[config.mk]
export PLATFORM = sky130hd
export DESIGN_NAME = hazard_control_unit
export DESIGN_NICKNAME = d
export VERILOG_FILES = /design/src/rtl/hazard_control_unit.sv
export SDC_FILE = /design/constraint.sdc
export NUM_CORES = 1
export LEC_CHECK = 0
export CAP_MARGIN = 20
export CORE_MARGIN = 3
export CORE_UTILIZATION = 44
export DETAILED_ROUTE_END_ITERATION = 10
export GPL_TIMING_DRIVEN = 0
export HOLD_SLACK_MARGIN = 0.1
export PLACE_DENSITY = 0.79
export RECOVER_POWER = 25
export SYNTH_ARGS = -nofsm -noshare
export SYNTH_HDL_FRONTEND = slang
export SYNTH_SLANG_ARGS = --single-unit
[constraint.sdc]
create_clock -name clk -period 2.25 [get_ports clk]
set_clock_uncertainty 0.15 [all_clocks]
set_input_delay 0.45 -clock clk [delete_from_list [all_inputs] [get_ports clk]]
set_output_delay 0.45 -clock clk [all_outputs]
set_load 0.01 [all_outputs]
[src/rtl/hazard_control_unit.sv]
// Hazard sequencer for the 5-stage core: load-use stalls, branch flushes,
// data-memory wait freezing with a sticky timeout, and a saturating stall counter.
module hazard_control_unit #(
    parameter int TIMEOUT_CYCLES = 255,
    parameter int CNT_W          = 8
) (
    input  logic             clk,
    input  logic             rst,
    input  logic [4:0]       id_rs1,
    input  logic [4:0]       id_rs2,
    input  logic             id_uses_rs1,
    input  logic             id_uses_rs2,
    input  logic             id_ex_memread,
    input  logic [4:0]       id_ex_rd,
    input  logic             ex_branch_taken,
    input  logic             mem_req,
    input  logic             mem_ready,
    output logic             pc_write,
    output logic             if_id_write,
    output logic             if_id_flush,
    output logic             id_ex_write,
    output logic             id_ex_flush,
    output logic             ex_mem_write,
    output logic             mem_wb_bubble,
    output logic [CNT_W-1:0] stall_count,
    output logic             mem_timeout_err,
    output logic [1:0]       hz_state
);

    typedef enum logic [1:0] {
        RUN        = 2'd0,
        LOAD_STALL = 2'd1,
        MEM_WAIT   = 2'd2,
        ERROR      = 2'd3
    } state_t;

    localparam logic [CNT_W-1:0] TIMEOUT_VAL = CNT_W'(TIMEOUT_CYCLES);
    localparam logic [CNT_W-1:0] CNT_MAX     = '1;

    state_t           state_reg, state_next;
    logic [CNT_W-1:0] wait_cnt_reg, wait_cnt_next;
    logic [CNT_W-1:0] stall_count_reg;
    logic             err_reg;

    // Per-source comparison of the ID operands against the load destination.
    logic [4:0] src_rs  [2];
    logic [1:0] src_use;
    logic [1:0] src_hit;
    logic       load_use;

    assign src_rs[0]  = id_rs1;
    assign src_rs[1]  = id_rs2;
    assign src_use[0] = id_uses_rs1;
    assign src_use[1] = id_uses_rs2;

    generate
        for (genvar gi = 0; gi < 2; gi++) begin : g_src
            assign src_hit[gi] = src_use[gi] && (src_rs[gi] == id_ex_rd);
        end
    endgenerate

    assign load_use = id_ex_memread && (id_ex_rd != 5'd0) && (|src_hit);

    always_comb begin
        pc_write      = 1'b1;
        if_id_write   = 1'b1;
        if_id_flush   = 1'b0;
        id_ex_write   = 1'b1;
        id_ex_flush   = 1'b0;
        ex_mem_write  = 1'b1;
        mem_wb_bubble = 1'b0;
        state_next    = state_reg;
        wait_cnt_next = wait_cnt_reg;

        case (state_reg)
            RUN, LOAD_STALL: begin
                if (mem_req && !mem_ready) begin
                    pc_write      = 1'b0;
                    if_id_write   = 1'b0;
                    id_ex_write   = 1'b0;
                    ex_mem_write  = 1'b0;
                    mem_wb_bubble = 1'b1;
                    state_next    = MEM_WAIT;
                    wait_cnt_next = CNT_W'(1);
                end else if (ex_branch_taken) begin
                    if_id_flush = 1'b1;
                    id_ex_flush = 1'b1;
                    state_next  = RUN;
                end else if (state_reg == RUN && load_use) begin
                    pc_write    = 1'b0;
                    if_id_write = 1'b0;
                    id_ex_flush = 1'b1;
                    state_next  = LOAD_STALL;
                end else begin
                    state_next = RUN;
                end
            end
            MEM_WAIT: begin
                if (mem_ready) begin
                    state_next    = RUN;
                    wait_cnt_next = '0;
                end else begin
                    pc_write      = 1'b0;
                    if_id_write   = 1'b0;
                    id_ex_write   = 1'b0;
                    ex_mem_write  = 1'b0;
                    mem_wb_bubble = 1'b1;
                    if (wait_cnt_reg == TIMEOUT_VAL) begin
                        state_next = ERROR;
                    end else begin
                        wait_cnt_next = wait_cnt_reg + CNT_W'(1);
                    end
                end
            end
            default: begin
                pc_write      = 1'b0;
                if_id_write   = 1'b0;
                id_ex_write   = 1'b0;
                ex_mem_write  = 1'b0;
                mem_wb_bubble = 1'b1;
                state_next    = ERROR;
            end
        endcase

        // Reset forces every pipeline control low regardless of state.
        if (rst) begin
            pc_write      = 1'b0;
            if_id_write   = 1'b0;
            if_id_flush   = 1'b0;
            id_ex_write   = 1'b0;
            id_ex_flush   = 1'b0;
            ex_mem_write  = 1'b0;
            mem_wb_bubble = 1'b0;
        end
    end

    always_ff @(posedge clk) begin
        if (rst) begin
            state_reg       <= RUN;
            wait_cnt_reg    <= '0;
            stall_count_reg <= '0;
            err_reg         <= 1'b0;
        end else begin
            state_reg    <= state_next;
            wait_cnt_reg <= wait_cnt_next;
            if (!pc_write && stall_count_reg != CNT_MAX) begin
                stall_count_reg <= stall_count_reg + CNT_W'(1);
            end
            if (state_next == ERROR) begin
                err_reg <= 1'b1;
            end
        end
    end

    assign stall_count     = stall_count_reg;
    assign mem_timeout_err = err_reg;
    assign hz_state        = state_reg;

endmodule
# After elaboration in Yosys (flattened, before gate mapping)
# Index checks and enable logic that the tools add are counted.
dict set report classes {
  muxes 32
  n_eq_ne 9
  add_sub_neg 2
  n_reduce_logical 15
}
# op count
set ops {}
lappend ops {{8-bit 2-to-1 mux} 3}
lappend ops {{1-bit 2-to-1 mux} 21}
lappend ops {{8-bit by 1-bit adder with 8-bit output (second input constant)} 2}
lappend ops {{8-bit case mux with 2 select lines} 1}
lappend ops {{5-bit equality test} 2}
lappend ops {{8-bit equality test (second input constant)} 1}
lappend ops {{8-bit inequality test (second input constant)} 1}
lappend ops {{1-bit logical AND} 7}
lappend ops {{2-bit 2-to-1 mux} 3}
lappend ops {{1-bit case mux with 2 select lines} 3}
lappend ops {{5-bit nonzero test} 1}
lappend ops {{2-bit equality test (second input constant)} 2}
lappend ops {{2-bit case mux with 2 select lines} 1}
lappend ops {{2-bit OR reduction} 2}
lappend ops {{3-bit inequality test (second input constant)} 1}
lappend ops {{3-bit AND reduction} 1}
lappend ops {{2-bit by 1-bit equality test with 1-bit output (second input constant)} 1}
lappend ops {{1-bit zero test} 2}
lappend ops {{2-bit zero test} 1}
lappend ops {{2-bit inequality test (second input constant)} 1}
lappend ops {{2-bit nonzero test} 1}
dict set report word_totals {
  elab_cells 62
  reg_bits 19
  output_inout_bits 18
}

# Longest topological paths before layout
dict set report depth {
  ltp_word 12
  depth_mapped 8
}

# Worst setup path before layout
# OpenSTA, ideal clock, no wires.
dict set report synth_path {
  path_type {in2out}
  from {input id_ex_rd[1]}
  to {output id_ex_flush}
  required_time_ps 1650
  t_arrival_ps 1717
  path_buffers 0
  setup_slack_ps -67
  path_stages 5
  cell_sequence {xnor2_1 nand4_1 o22ai_1 nand2b_1 a2111oi_0}
}
dict set report synth_via {
  elab_chain_cells 10
}
# element line_no
set synth_lines {}
lappend synth_lines {{start: declaration} 14} ;# input logic [4:0] id_ex_rd,
lappend synth_lines {{5-bit equality test} 58} ;# assign src_hit[gi] = src_use[gi] && (src_rs[gi] == id_ex_rd);
lappend synth_lines {{1-bit logical AND} 58}
lappend synth_lines {{2-bit OR reduction} 62} ;# assign load_use = id_ex_memread && (id_ex_rd != 5'd0) && (|src_hit);
lappend synth_lines {{1-bit logical AND *} 62}
lappend synth_lines {{1-bit logical AND *} 89} ;# end else if (state_reg == RUN && load_use) begin
lappend synth_lines {{1-bit 2-to-1 mux *} 89}
lappend synth_lines {{1-bit 2-to-1 mux *} 85} ;# end else if (ex_branch_taken) begin
lappend synth_lines {{1-bit 2-to-1 mux *} 77} ;# if (mem_req && !mem_ready) begin
lappend synth_lines {{1-bit 2-to-1 mux *} 75} ;# case (state_reg)
lappend synth_lines {{1-bit 2-to-1 mux *} 126} ;# if (rst) begin
lappend synth_lines {{end: declaration} 22} ;# output logic id_ex_flush,
# Every way passes the cells marked *; elsewhere a longest branch is shown, timed or not.

# Worst setup path in the final report
dict set report layout_path {
  from {input id_rs2[4]}
  to {output id_ex_flush}
}
dict set report layout_via {
  elab_chain_cells 10
}
# element line_no
set layout_lines {}
lappend layout_lines {{start: declaration} 10} ;# input logic [4:0] id_rs2,
lappend layout_lines {{5-bit equality test} 58}
lappend layout_lines {{1-bit logical AND} 58}
lappend layout_lines {{2-bit OR reduction} 62}
lappend layout_lines {{1-bit logical AND} 62}
lappend layout_lines {{1-bit logical AND} 89}
lappend layout_lines {{1-bit 2-to-1 mux} 89}
lappend layout_lines {{1-bit 2-to-1 mux} 85}
lappend layout_lines {{1-bit 2-to-1 mux} 77}
lappend layout_lines {{1-bit 2-to-1 mux} 75}
lappend layout_lines {{1-bit 2-to-1 mux} 126}
# Every way passes these cells.

==> impl_metrics.json <==
{
  "synthXorXnorAreaFrac_pct": 11.0,
  "critPathArrivalTime_ns": 1.79,
  "timing.final.hold_violations": 0,
  "diodes": 0,
  "post-synth-top-count-cell": "dfxtp_1",
  "cp_num_buf_inv": 2,
  "floorplan_core_area_mm2": 0.00232,
  "hpwl_um": 2020,
  "cp-end-kind": "output port",
  "path_class": "in -> out",
  "grt_pass1_vias": 1156,
  "failed_checks": "setup timing",
  "vdd_drop_max_v": 0.000383,
  "yosys.area.top_type": "dfxtp_1",
  "worst_hold_path_type": "reg -> reg",
  "cap_viol_max_count": 0,
  "final_replace_weighted_congestion": 0.939,
  "clkTransAtPathRegs_ns": 0.10,
  "placed_area_mm2": 0.00155,
  "synth_fa_ha_area_share_pct": 2.24,
  "ys_seq_area_share_pct": 34.0,
  "netlist-cell-type-count": 39,
  "outcome": "finished with violations",
  "cp_max_fo": 3,
  "antenna_violating_nets_post_route": 0,
  "critical_path_cell_count": 7,
  "clock_sink_count": 19,
  "drc_errors": 0,
  "floorplan.die_area_mm2": 0.00318,
  "cp-start-kind": "input port",
  "critPathMaxStageDelay_ns": 0.28,
  "crit_path_leading_delay_family": "compound AO/OA/AOI/OAI gates",
  "synth.mux.area_fraction_pct": 1.79,
  "timing.critical_path.cells": "clkdlybuf4s15_1, xnor2_2, nand4_1, o22ai_4, nand2b_4, a2111oi_4, buf_2",
  "synthToLayoutAreaGrowth_pct": 48.4,
  "worst_margin_slew_ns": 0.446,
  "nets": 212,
  "combinational_family_with_the_most_area_after_synthesis": "simple AND/OR/NAND/NOR gates",
  "timing.hold.worst_path_depth": 2,
  "synth_enable_flop_cells": 0,
  "num_io_pins": 41,
  "fp.dieW_um": 56.4,
  "ctsHoldBuffers": 0,
  "layout_setup_ws_ns": -0.140,
  "post_synth_most_frequent_cells": "dfxtp_1, xnor2_1, a21oi_1, nor2_1, or3_1",
  "leakagePower_nw": 0.650,
  "timing.hold.ws_ns": 0.336,
  "first_pass_grt_wire_length_um": 4990,
  "slew_limit_headroom_pct": 70.3,
  "number_of_violations_reported_at_the_end_of_detailed_routing_iteration_0": 14,
  "setup_viols_final": 3,
  "required_ns": 1.65,
  "vias": 1159,
  "yosys_warnings": 0,
  "synth.top_cells.by_area": "dfxtp_1, xnor2_1, a21oi_1, or3_1, nor2_1",
  "maximum_number_of_pins_on_one_net_before_global_route_repair": 11,
  "compound_cell_area_share_of_the_yosys_netlist_pct": 19.5,
  "fmaxAchievable_ghz": 0.418,
  "cts-buffers-inserted": 3,
  "rows": 17,
  "globalRouteOverflowTotal": 0,
  "htreeDepth": 1,
  "layout_worst_path_cycle_share_pct": 106,
  "post-route-min-period_ns": 2.39,
  "io_buffer_count": 39,
  "p_per_area_mw_per_mm2": 424,
  "tritoncts_clock_tree": "yes",
  "synth.net_count": 160,
  "worst_path_max_delay_cell": "a2111oi_4",
  "initial_core_util_pct": 48.2,
  "floorplan.die.height_um": 56.4,
  "synth_top_area_share_pct": 34.0,
  "ys_seq_elements": 19,
  "final_cell_area_mm2": 0.00166,
  "drt-vias-per-instance": 5.42,
  "clkLatencyLatePin_ns": 0.30,
  "synthArstFlopShare_pct": 0,
  "worstRegToRegCells": 9,
  "finished_layout_cells": 214,
  "antenna_found_initial": 0,
  "clockRootBuffer": "clkbuf_4",
  "cts_max_path_buffers": 2,
  "syn_inst": 135,
  "track_usage_pct": 19.2,
  "syn_area_mm2": 0.00112,
  "detailedRoute.firstPassIterationCount": 4,
  "avgRoutedWirePerCell_um": 13.7,
  "dp.cells": 202,
  "post_synth.cell_area_avg_um2": 8.29,
  "synth_ff_type": "dfxtp_1",
  "layout-drive-gt1-share_pct": 22.6,
  "synthSimpleGateAreaFrac_pct": 25.7,
  "setup_repair_after_global_routing_missed_its_margin": "yes",
  "count_of_pins_over_their_slew_limit": 0,
  "drt_wl_total_um": 2930
}
worst min-delay path, delay by kind of cell (launching register included):
| kind | cells | cell delay, ns |
|---|---|---|
| flops | 1 | 0.33 |
| compound gates | 1 | 0.07 |
| buf+inv | 1 | 0.05 |
metrics by stage:
stage | worst slack [ns] | power (mW) | setup TNS [ns] | utilization (%)
6_report | -0.140 | 0.705 | -0.305 | 71.6
3_3_place_gp | -1.02 | 0.527 | -8.00 | 66.6
4_1_cts | -0.119 | 0.705 | -0.272 | 70.3
3_5_place_dp | -1.02 | 0.531 | -8.24 | 66.6
2_1_floorplan | 0.0390 | 0.444 | 0 | -
5_1_grt | -0.228 | 0.743 | -0.593 | 71.6
kinds of logic (layout without fill, tap and decap cells):
group / count (synthesis) / after routing
AND/OR/NAND/NOR: 52 / 52
multiplexers: 2 / 2
adder cells (fa/ha/maj): 2 / 2
AO/OA/AOI/OAI: 33 / 33
flip-flops: 19 / 19
buffers and inverters: 13 / 64
XOR/XNOR: 14 / 14
path summary, 6_finish.rpt:
check                                        to       startpoint  slack [ns]
worst max register to register   stall_count[4]      hz_state[1]        0.20
worst min-delay path            mem_timeout_err  mem_timeout_err        0.34
worst max-delay path                id_ex_flush        id_rs2[4]       -0.14
worst min register to register  mem_timeout_err  mem_timeout_err        0.34
cell usage in the layout, fill, tap and decap left out, types with 2 or more instances in the layout:
| cell | count |
|---|---|
| dfxtp_1 | 19 |
| nor2_1 | 11 |
| xnor2_1 | 11 |
| a21oi_1 | 11 |
| buf_4 | 10 |
| or3_1 | 8 |
| clkdlybuf4s50_1 | 8 |
| inv_1 | 7 |
| nand3_1 | 7 |
| dlygate4sd3_1 | 7 |
| nand2_1 | 6 |
| dlygate4sd2_1 | 6 |
| clkdlybuf4s15_1 | 6 |
| buf_2 | 5 |
| o21ai_1 | 5 |
| clkbuf_2 | 5 |
| nand4_1 | 3 |
| and4_1 | 3 |
| buf_6 | 3 |
| o21ai_0 | 3 |
| clkbuf_4 | 3 |
| xnor2_2 | 2 |
| o21ba_2 | 2 |
| a21oi_2 | 2 |
| clkbuf_1 | 2 |
| mux2i_1 | 2 |
| and3_1 | 2 |
| ha_1 | 2 |
per-layer routing:
metal,share of wire (%),wire length (um),GRT usage (%)
met1,46,1330,22.9
met2,46,1350,33.5
met3,6.8,200,4.83
met4,1.4,42,6.10
met5,0,0,0
report_power, final:
group	total [mW]	internal [mW]	leakage (nW)	switching (mW)
logic	0.178	0.0961	0.482	0.0818
registers	0.356	0.345	0.154	0.0112
clock network	0.171	0.0691	0.0150	0.102
total	0.705	0.510	0.650	0.194
layout make-up:
class / count / area (um2)
sequential: 19 / 380
tap: 28 / 35.0
inverter: 7 / 26.3
fill: 183 / 658
timing repair buffer: 47 / 405
buffer: 6 / 38.8
multi-input combinational: 103 / 748
clock buffer: 4 / 26.3
what timing repair did:
| action | 4_1_cts | 5_1_grt |
|---|---|---|
| setup buffers | 5 | 3 |
| resized for setup | 63 | 16 |
| pin swaps | 18 | 8 |
| endpoints found under the setup margin | 15 | 5 |
| gates cloned | 0 | 0 |
Power figures use the tool's default switching activity.
